[config.mk]
export PLATFORM = sky130hd
export DESIGN_NAME = mem_port_arbiter
export DESIGN_NICKNAME = d
export VERILOG_FILES = /design/src/rtl/mem_port_arbiter.sv
export SDC_FILE = /design/constraint.sdc
export NUM_CORES = 1
export LEC_CHECK = 0
export CAP_MARGIN = 40
export CORE_ASPECT_RATIO = 0.7
export CORE_MARGIN = 5
export CORE_UTILIZATION = 34
export CTS_CLUSTER_DIAMETER = 200
export DETAILED_ROUTE_END_ITERATION = 16
export PLACE_DENSITY = 0.81
export SYNTH_ARGS = -nofsm -noshare
export SYNTH_HDL_FRONTEND = slang
export SYNTH_SLANG_ARGS = --single-unit
[constraint.sdc]
create_clock -name clk -period 2.1 [get_ports clk]
set_clock_uncertainty 0.1 [all_clocks]
set_input_delay 0.315 -clock clk [delete_from_list [all_inputs] [get_ports clk]]
set_output_delay 0.315 -clock clk [all_outputs]
set_load 0.1 [all_outputs]
[src/rtl/mem_port_arbiter.sv]
// Shared memory port arbiter: fetch vs execute data, one transaction in flight.
// Optional fetch anti-starvation counter is enabled by defining MEM_ARB_FAIR_EN.
module mem_port_arbiter #(
  parameter int DATA_W     = 32,
  parameter int STARVE_MAX = 4
) (
  input  logic              clk,
  input  logic              reset,
  input  logic              if_req,
  input  logic [DATA_W-1:0] if_addr,
  output logic              if_gnt,
  output logic              if_rvalid,
  output logic [DATA_W-1:0] if_rdata,
  input  logic              d_read,
  input  logic              d_write,
  input  logic [DATA_W-1:0] d_addr,
  input  logic [DATA_W-1:0] d_wdata,
  input  logic [3:0]        d_mask,
  output logic              d_gnt,
  output logic              d_rvalid,
  output logic [DATA_W-1:0] d_rdata,
  output logic              stall_out,
  output logic              mem_req,
  output logic              mem_we,
  output logic [DATA_W-1:0] mem_addr,
  output logic [DATA_W-1:0] mem_wdata,
  output logic [3:0]        mem_mask,
  input  logic              mem_ready,
  input  logic              mem_rvalid,
  input  logic [DATA_W-1:0] mem_rdata
);

  if (STARVE_MAX < 1 || STARVE_MAX > 15) begin : g_bad_starve
    $error("STARVE_MAX must be in 1..15");
  end

  typedef enum logic [1:0] {S_IDLE, S_REQ, S_RESP} state_t;
  typedef enum logic [1:0] {O_NONE, O_IF, O_DATA} owner_t;

  state_t            r_state;
  owner_t            r_owner;
  logic              r_mem_req;
  logic              r_mem_we;
  logic [DATA_W-1:0] r_mem_addr;
  logic [DATA_W-1:0] r_mem_wdata;
  logic [3:0]        r_mem_mask;

  logic w_d_req;
  logic w_accept;
  logic w_resp;
  logic w_if_win;

  assign w_d_req  = d_read | d_write;
  assign w_accept = r_mem_req & mem_ready;
  assign w_resp   = (r_state == S_RESP) & mem_rvalid;

`ifdef MEM_ARB_FAIR_EN
  logic [3:0] r_starve;

  // Fetch overrides data once STARVE_MAX data grants went by while it waited
  assign w_if_win = if_req &
    (~w_d_req | (r_starve == 4'(STARVE_MAX)));

  always_ff @(posedge clk) begin
    if (reset) begin
      r_starve <= '0;
    end else if (if_gnt) begin
      r_starve <= '0;
    end else if (d_gnt & if_req) begin
      r_starve <= r_starve + 4'd1;
    end else if ((r_state == S_IDLE) & ~if_req) begin
      r_starve <= '0;
    end
  end
`else
  assign w_if_win = if_req & ~w_d_req;
`endif

  always_ff @(posedge clk) begin
    if (reset) begin
      r_state     <= S_IDLE;
      r_owner     <= O_NONE;
      r_mem_req   <= 1'b0;
      r_mem_we    <= 1'b0;
      r_mem_addr  <= '0;
      r_mem_wdata <= '0;
      r_mem_mask  <= '0;
    end else begin
      unique case (r_state)
        S_IDLE: begin
          if (w_if_win) begin
            r_owner     <= O_IF;
            r_mem_req   <= 1'b1;
            r_mem_we    <= 1'b0;
            r_mem_addr  <= if_addr;
            r_mem_wdata <= '0;
            r_mem_mask  <= 4'hF;
            r_state     <= S_REQ;
          end else if (w_d_req) begin
            r_owner     <= O_DATA;
            r_mem_req   <= 1'b1;
            r_mem_we    <= d_write;
            r_mem_addr  <= d_addr;
            r_mem_wdata <= d_wdata;
            r_mem_mask  <= d_write ? d_mask : 4'hF;
            r_state     <= S_REQ;
          end
        end
        S_REQ: begin
          if (mem_ready) begin
            r_mem_req <= 1'b0;
            if (r_mem_we) begin
              r_state <= S_IDLE;
              r_owner <= O_NONE;
            end else begin
              r_state <= S_RESP;
            end
          end
        end
        S_RESP: begin
          if (mem_rvalid) begin
            r_state <= S_IDLE;
            r_owner <= O_NONE;
          end
        end
        default: begin
          r_state <= S_IDLE;
          r_owner <= O_NONE;
        end
      endcase
    end
  end

  assign if_gnt    = w_accept & (r_owner == O_IF);
  assign d_gnt     = w_accept & (r_owner == O_DATA);
  assign if_rvalid = w_resp & (r_owner == O_IF);
  assign d_rvalid  = w_resp & (r_owner == O_DATA);
  assign if_rdata  = if_rvalid ? mem_rdata : '0;
  assign d_rdata   = d_rvalid ? mem_rdata : '0;
  assign stall_out = w_d_req & ~d_gnt;

  assign mem_req   = r_mem_req;
  assign mem_we    = r_mem_we;
  assign mem_addr  = r_mem_addr;
  assign mem_wdata = r_mem_wdata;
  assign mem_mask  = r_mem_mask;

endmodule

Word-level counts from Yosys, hierarchy flattened
Index checks and enable logic that the tools add are counted.
{ "totals": {"reg_bits": 74, "inputBits": 139, "output_inout_bits": 139, "wordCells": 59} }
{ "classes": {"eq_ne": 8, "mux": 26, "n_bitwise": 11, "n_reduce_logical": 7} }
{ "op_table": {"columns": ["op", "n"], "rows": [
  ["2-to-1 mux 32 bit", 6],
  ["2-to-1 mux 2 bit", 9],
  ["2-to-1 mux 4 bit", 3],
  ["case mux 2 bit (3 select lines)", 2],
  ["AND 1 bit", 8],
  ["!= test 2 bit (second input constant)", 3],
  ["AND reduction 3 bit", 2],
  ["2-to-1 mux 1 bit", 5],
  ["equality test 2 x 1 -> 1 bit (second input constant)", 2],
  ["equality test 2 bit (second input constant)", 2],
  ["AND reduction 4 bit", 1],
  ["nonzero test 2 bit", 2],
  ["!= test 3 bit (second input constant)", 1],
  ["zero test 2 bit", 1],
  ["inverter 1 bit", 2],
  ["case mux 1 bit (2 select lines)", 1],
  ["AND reduction 2 bit", 1],
  ["OR 1 bit", 1]
]} }

Longest topological paths before layout
{ "depth": {"ltp_word": 5, "mapped_depth": 6} }

Worst setup path before layout
No wires, ideal clock.
{ "synth_timing": {"kind": "reg-to-output", "startpoint": "register r_mem_req (netlist: mem_req)", "endpoint": "output stall_out", "t_arrival_ns": 3.357, "required_time_ns": 1.685, "path_slack_ns": -1.672, "path_stages_with_launch": 4, "path_buffers": 0, "path_cell_list": "dfxtp_1 nand2_1 nor2_1 nor2b_1"} }
{ "synth_between": {"elab_chain_len": 4} }
{ "synth_lines": {"columns": ["item", "line_no", "rtl"], "rows": [
  ["start, declared", "42", "logic r_mem_req;"],
  ["start signal, assigned", "83", "r_mem_req <= 1'b0;"],
  ["start signal, assigned", "93", "r_mem_req <= 1'b1;"],
  ["start signal, assigned", "101", "r_mem_req <= 1'b1;"],
  ["AND 1 bit", "54", "assign w_accept = r_mem_req & mem_ready;"],
  ["AND 1 bit", "135", "assign d_gnt = w_accept & (r_owner == O_DATA);"],
  ["named net d_gnt", "19", "output logic d_gnt,"],
  ["inverter 1 bit", "140", "assign stall_out = w_d_req & ~d_gnt;"],
  ["AND 1 bit", "140", null],
  ["end, declared", "22", "output logic stall_out,"]
]} }
The timed path passes the listed nets, and every way through them passes these cells.

Final worst setup path
{ "layout_timing": {"startpoint": "input d_write", "endpoint": "output stall_out"} }
{ "layout_between": {"elab_chain_len": 2} }
{ "layout_lines": {"columns": ["item", "line_no", "rtl"], "rows": [
  ["start, declared", "15", "input logic d_write,"],
  ["OR 1 bit", "53", "assign w_d_req = d_read | d_write;"],
  ["AND 1 bit", "140", null]
]} }
Every way passes these cells.

==> metrics.md <==
| Metric | Value |
|---|---|
| Outcome | `finished clean` |
| Unrepaired setup endpoints after global routing | `true` |
| CP Buf/Inv Count | `2` |
| DP Wirelength | `12900 um` |
| Cells along the critical path | `clkdlybuf4s50_1, or2_2, nor2b_2, buf_12` |
| FF/Latch Area | `1490 um2` |
| Final Net Count | `825` |
| CTS tree | `built` |
| Root buffer selected by CTS | `clkbuf_16` |
| Crit-path leading delay family | `buffers and inverters` |
| Num rows | `31` |
| Slowest-stage cell, CP | `clkdlybuf4s50_1` |
| Layout cell share with drive strength beyond 1 | `0.360` |
| CTS sink cnt | `74` |
| Final Non-Filler Cells | `823` |
| Period utilisation layout | `0.982` |
| Largest stage delay on the critical path | `0.59 ns` |
| Post-synth EDFFs | `0` |
| Placed insts | `803` |
| Syn avg cell area | `8.62 um2` |
| DR vias | `4253` |
| Lkg Pwr | `0.00302 uW` |
| Part of the power in the clock network | `0.285` |
| Core ar. | `10400 um2` |
| Diode count | `0` |
| Tot GR Track Use | `0.241` |
| Max VDD drop | `517 uV` |
| Final Setup Violations | `0` |
| Die Y-Extent | `96.7 um` |
| Gate Count Post-Synth | `424` |
| CTS Hold Bufs | `0` |
| Period minus WS final | `2.06 ns` |
| First-pass GRT wire length | `25100 um` |
| Critical Path RT | `1.68 ns` |
| Io pins | `278` |
| # fillers | `745` |
| WS Path Type | `in -> out` |
| Setup crit end kind | `primary output` |
| CTS Buf Count | `9` |
| Critical path launch point | `d_write` |
| Vias in the first global route | `4395` |
| Ys Warns | `0` |
| Ys async rst share | `0` |
| Max FO, Critical Path | `7` |
| Fin. Hold Viols | `0` |
| Relative slew slack | `0.445` |
| Total power | `5260 uW` |
| Initial Util | `0.350` |
| Sw Ratio | `0.412` |
| Fmax achieved | `485 MHz` |
| Die footprint | `13000 um2` |
| Comb power frac | `0.404` |
| HP Class | `in -> reg` |
| Drt pass-1 iters | `4` |
| Port Buffer Count | `277` |
| Area grow syn2layout | `105%` |
| Drt via density | `5.17` |
| Seq cells post-synth | `74` |
| Seq/Total Area, Yosys | `0.405` |
| Clock Latency Late Sink | `0.32 ns` |
| Slew Limit Fails | `0` |
| Multi-input gate area | `2010 um2` |
| Initial antenna violation count | `0` |
| Psw | `2170 uW` |
| Final ANT Viol Nets | `0` |
| DR iter-0 viols | `213` |
| Hold slack | `0.327 ns` |
| Drt wl/cell | `19.6 um` |
| Synthesized area | `3650 um2` |
| Residual DRC | `0` |
| H-tree levels | `3` |
| Post-synth cell types | `31` |
| Main synth FF type | `dfxtp_1` |
| Crit path arrival time | `1.65 ns` |
| Maximum capacitance violations | `0` |
| Die X | `134 um` |
| Reg power frac | `0.311` |
| HP Start | `mem_rvalid` |
| GP Congestion | `0.869` |
| Internal Dissipation | `3090 uW` |
| Syn nets | `563` |
| GR Overflow Total | `0` |
| Maximum root-to-sink buffer count | `2` |
| Clock Pin Slew Worst Setup and Hold Paths | `0.05 ns` |
| DRT Wirelength | `16200 um` |
| Reg2reg start | `r_state[1]` |
| Pwr dens | `702 nW/um2` |
| Worst-Margin Slew | `0.831 ns` |
| CP startpoint kind | `input pin` |
| Largest net degree at the start of global routing | `75` |
==> routing by layer <==
layer,track usage,part of all wire,vias up
met5,0,0,-
met4,0.0553,0.016,0
met3,0.0602,0.068,15
met2,0.441,0.52,162
met1,0.283,0.39,2040
li1,-,-,2036
==> synth_stat cells, types with 4 or more instances <==
library cell / number / share of area
buf_2: 11 / 0.015
mux2i_1: 32 / 0.088
o21ai_1: 7 / 0.0096
and2_1: 64 / 0.11
inv_1: 6 / 0.0062
a211oi_1: 32 / 0.066
buf_6: 5 / 0.015
nand2_1: 6 / 0.0062
nand3_1: 33 / 0.045
clkbuf_1: 21 / 0.022
nor2_1: 6 / 0.0062
o21ai_0: 26 / 0.036
a311oi_1: 4 / 0.0096
a21oi_1: 73 / 0.10
dfxtp_1: 74 / 0.41
==> logic make-up (layout without fill, tap and decap cells) <==
logic type	Yosys count	in the layout	synth area share
mux	32	32	0.0876
buf+inv	51	318	0.0818
flops	74	74	0.405
compound gates	146	146	0.230
simple gates	121	121	0.195
==> power groups by stage <==
stage,combinational (uW),sequential (uW),clock (uW)
floorplan,463,2670,0
global route,2210,1660,1590
CTS,2130,1640,1530
finish,2130,1640,1500
detailed placement,2120,1660,0
global placement,2090,1660,0
==> what timing repair did <==
action / CTS / global route
buffers inserted: 0 / 3
gates cloned: 0 / 1
endpoints found under the setup margin: 30 / 64
pin swaps: 0 / 6
resized for setup: 3 / 16
endpoints found under the hold margin: 0 / 0
==> registers in the layout, indices dropped and copies added (netlist names) <==
name and cells:
mem_addr 32, mem_mask 4, mem_req 1, mem_wdata 32, mem_we 1, r_owner 2
r_state 2
==> worst paths after layout <==
check	endpoint	slack, ns	cells past startpoint
min reg2reg	mem_wdata[13]	0.38	2
max	stall_out	0.04	4
min	r_state[1]	0.33	4
max reg2reg	mem_addr[16]	0.32	3
==> placed cells by master (no fill, tap or decap), types with 4 or more instances in the layout <==
cell type	instances
nand3_1	33
buf_12	75
mux2i_1	32
clkbuf_16	9
inv_1	6
nor2_4	4
buf_6	4
a21oi_1	73
nand2_1	6
and2_2	39
a311oi_1	4
dfxtp_1	71
o21ai_0	26
a211oi_1	32
o21ai_1	7
buf_4	79
and2_4	23
clkdlybuf4s50_1	136
==> worst min-delay path: cells and delay by family <==
| family | cells | cell delay, ns |
|---|---|---|
| AND/OR/NAND/NOR | 1 | 0.04 |
| AO/OA/AOI/OAI | 1 | 0.12 |
| buffers and inverters | 2 | 0.23 |
==> final cells by class <==
| class | count | area share |
|---|---|---|
| Clock buffer | 10 | 0.0305 |
| Clock inverter | 6 | 0.00901 |
| Inverter | 6 | 0.00300 |
| Multi-Input combinational cell | 299 | 0.268 |
| Sequential cell | 74 | 0.199 |
| Tap cell | 132 | 0.0220 |
| Timing Repair Buffer | 296 | 0.469 |
==> per-stage QoR <==
stage | setup slack, ns | utilization | cell area, um2 | TNS, ns
after floorplan | -0.0940 | - | 3770 | -0.942
after global placement | -0.0195 | 0.683 | 7130 | -0.0946
after detailed placement | -0.143 | 0.683 | 7130 | -4.17
after CTS | -0.0366 | 0.712 | 7430 | -0.213
after global routing | -0.0580 | 0.719 | 7500 | -1.47
final | 0.0374 | 0.719 | 7500 | 0
No activity file was read; power rests on OpenSTA's default activity.
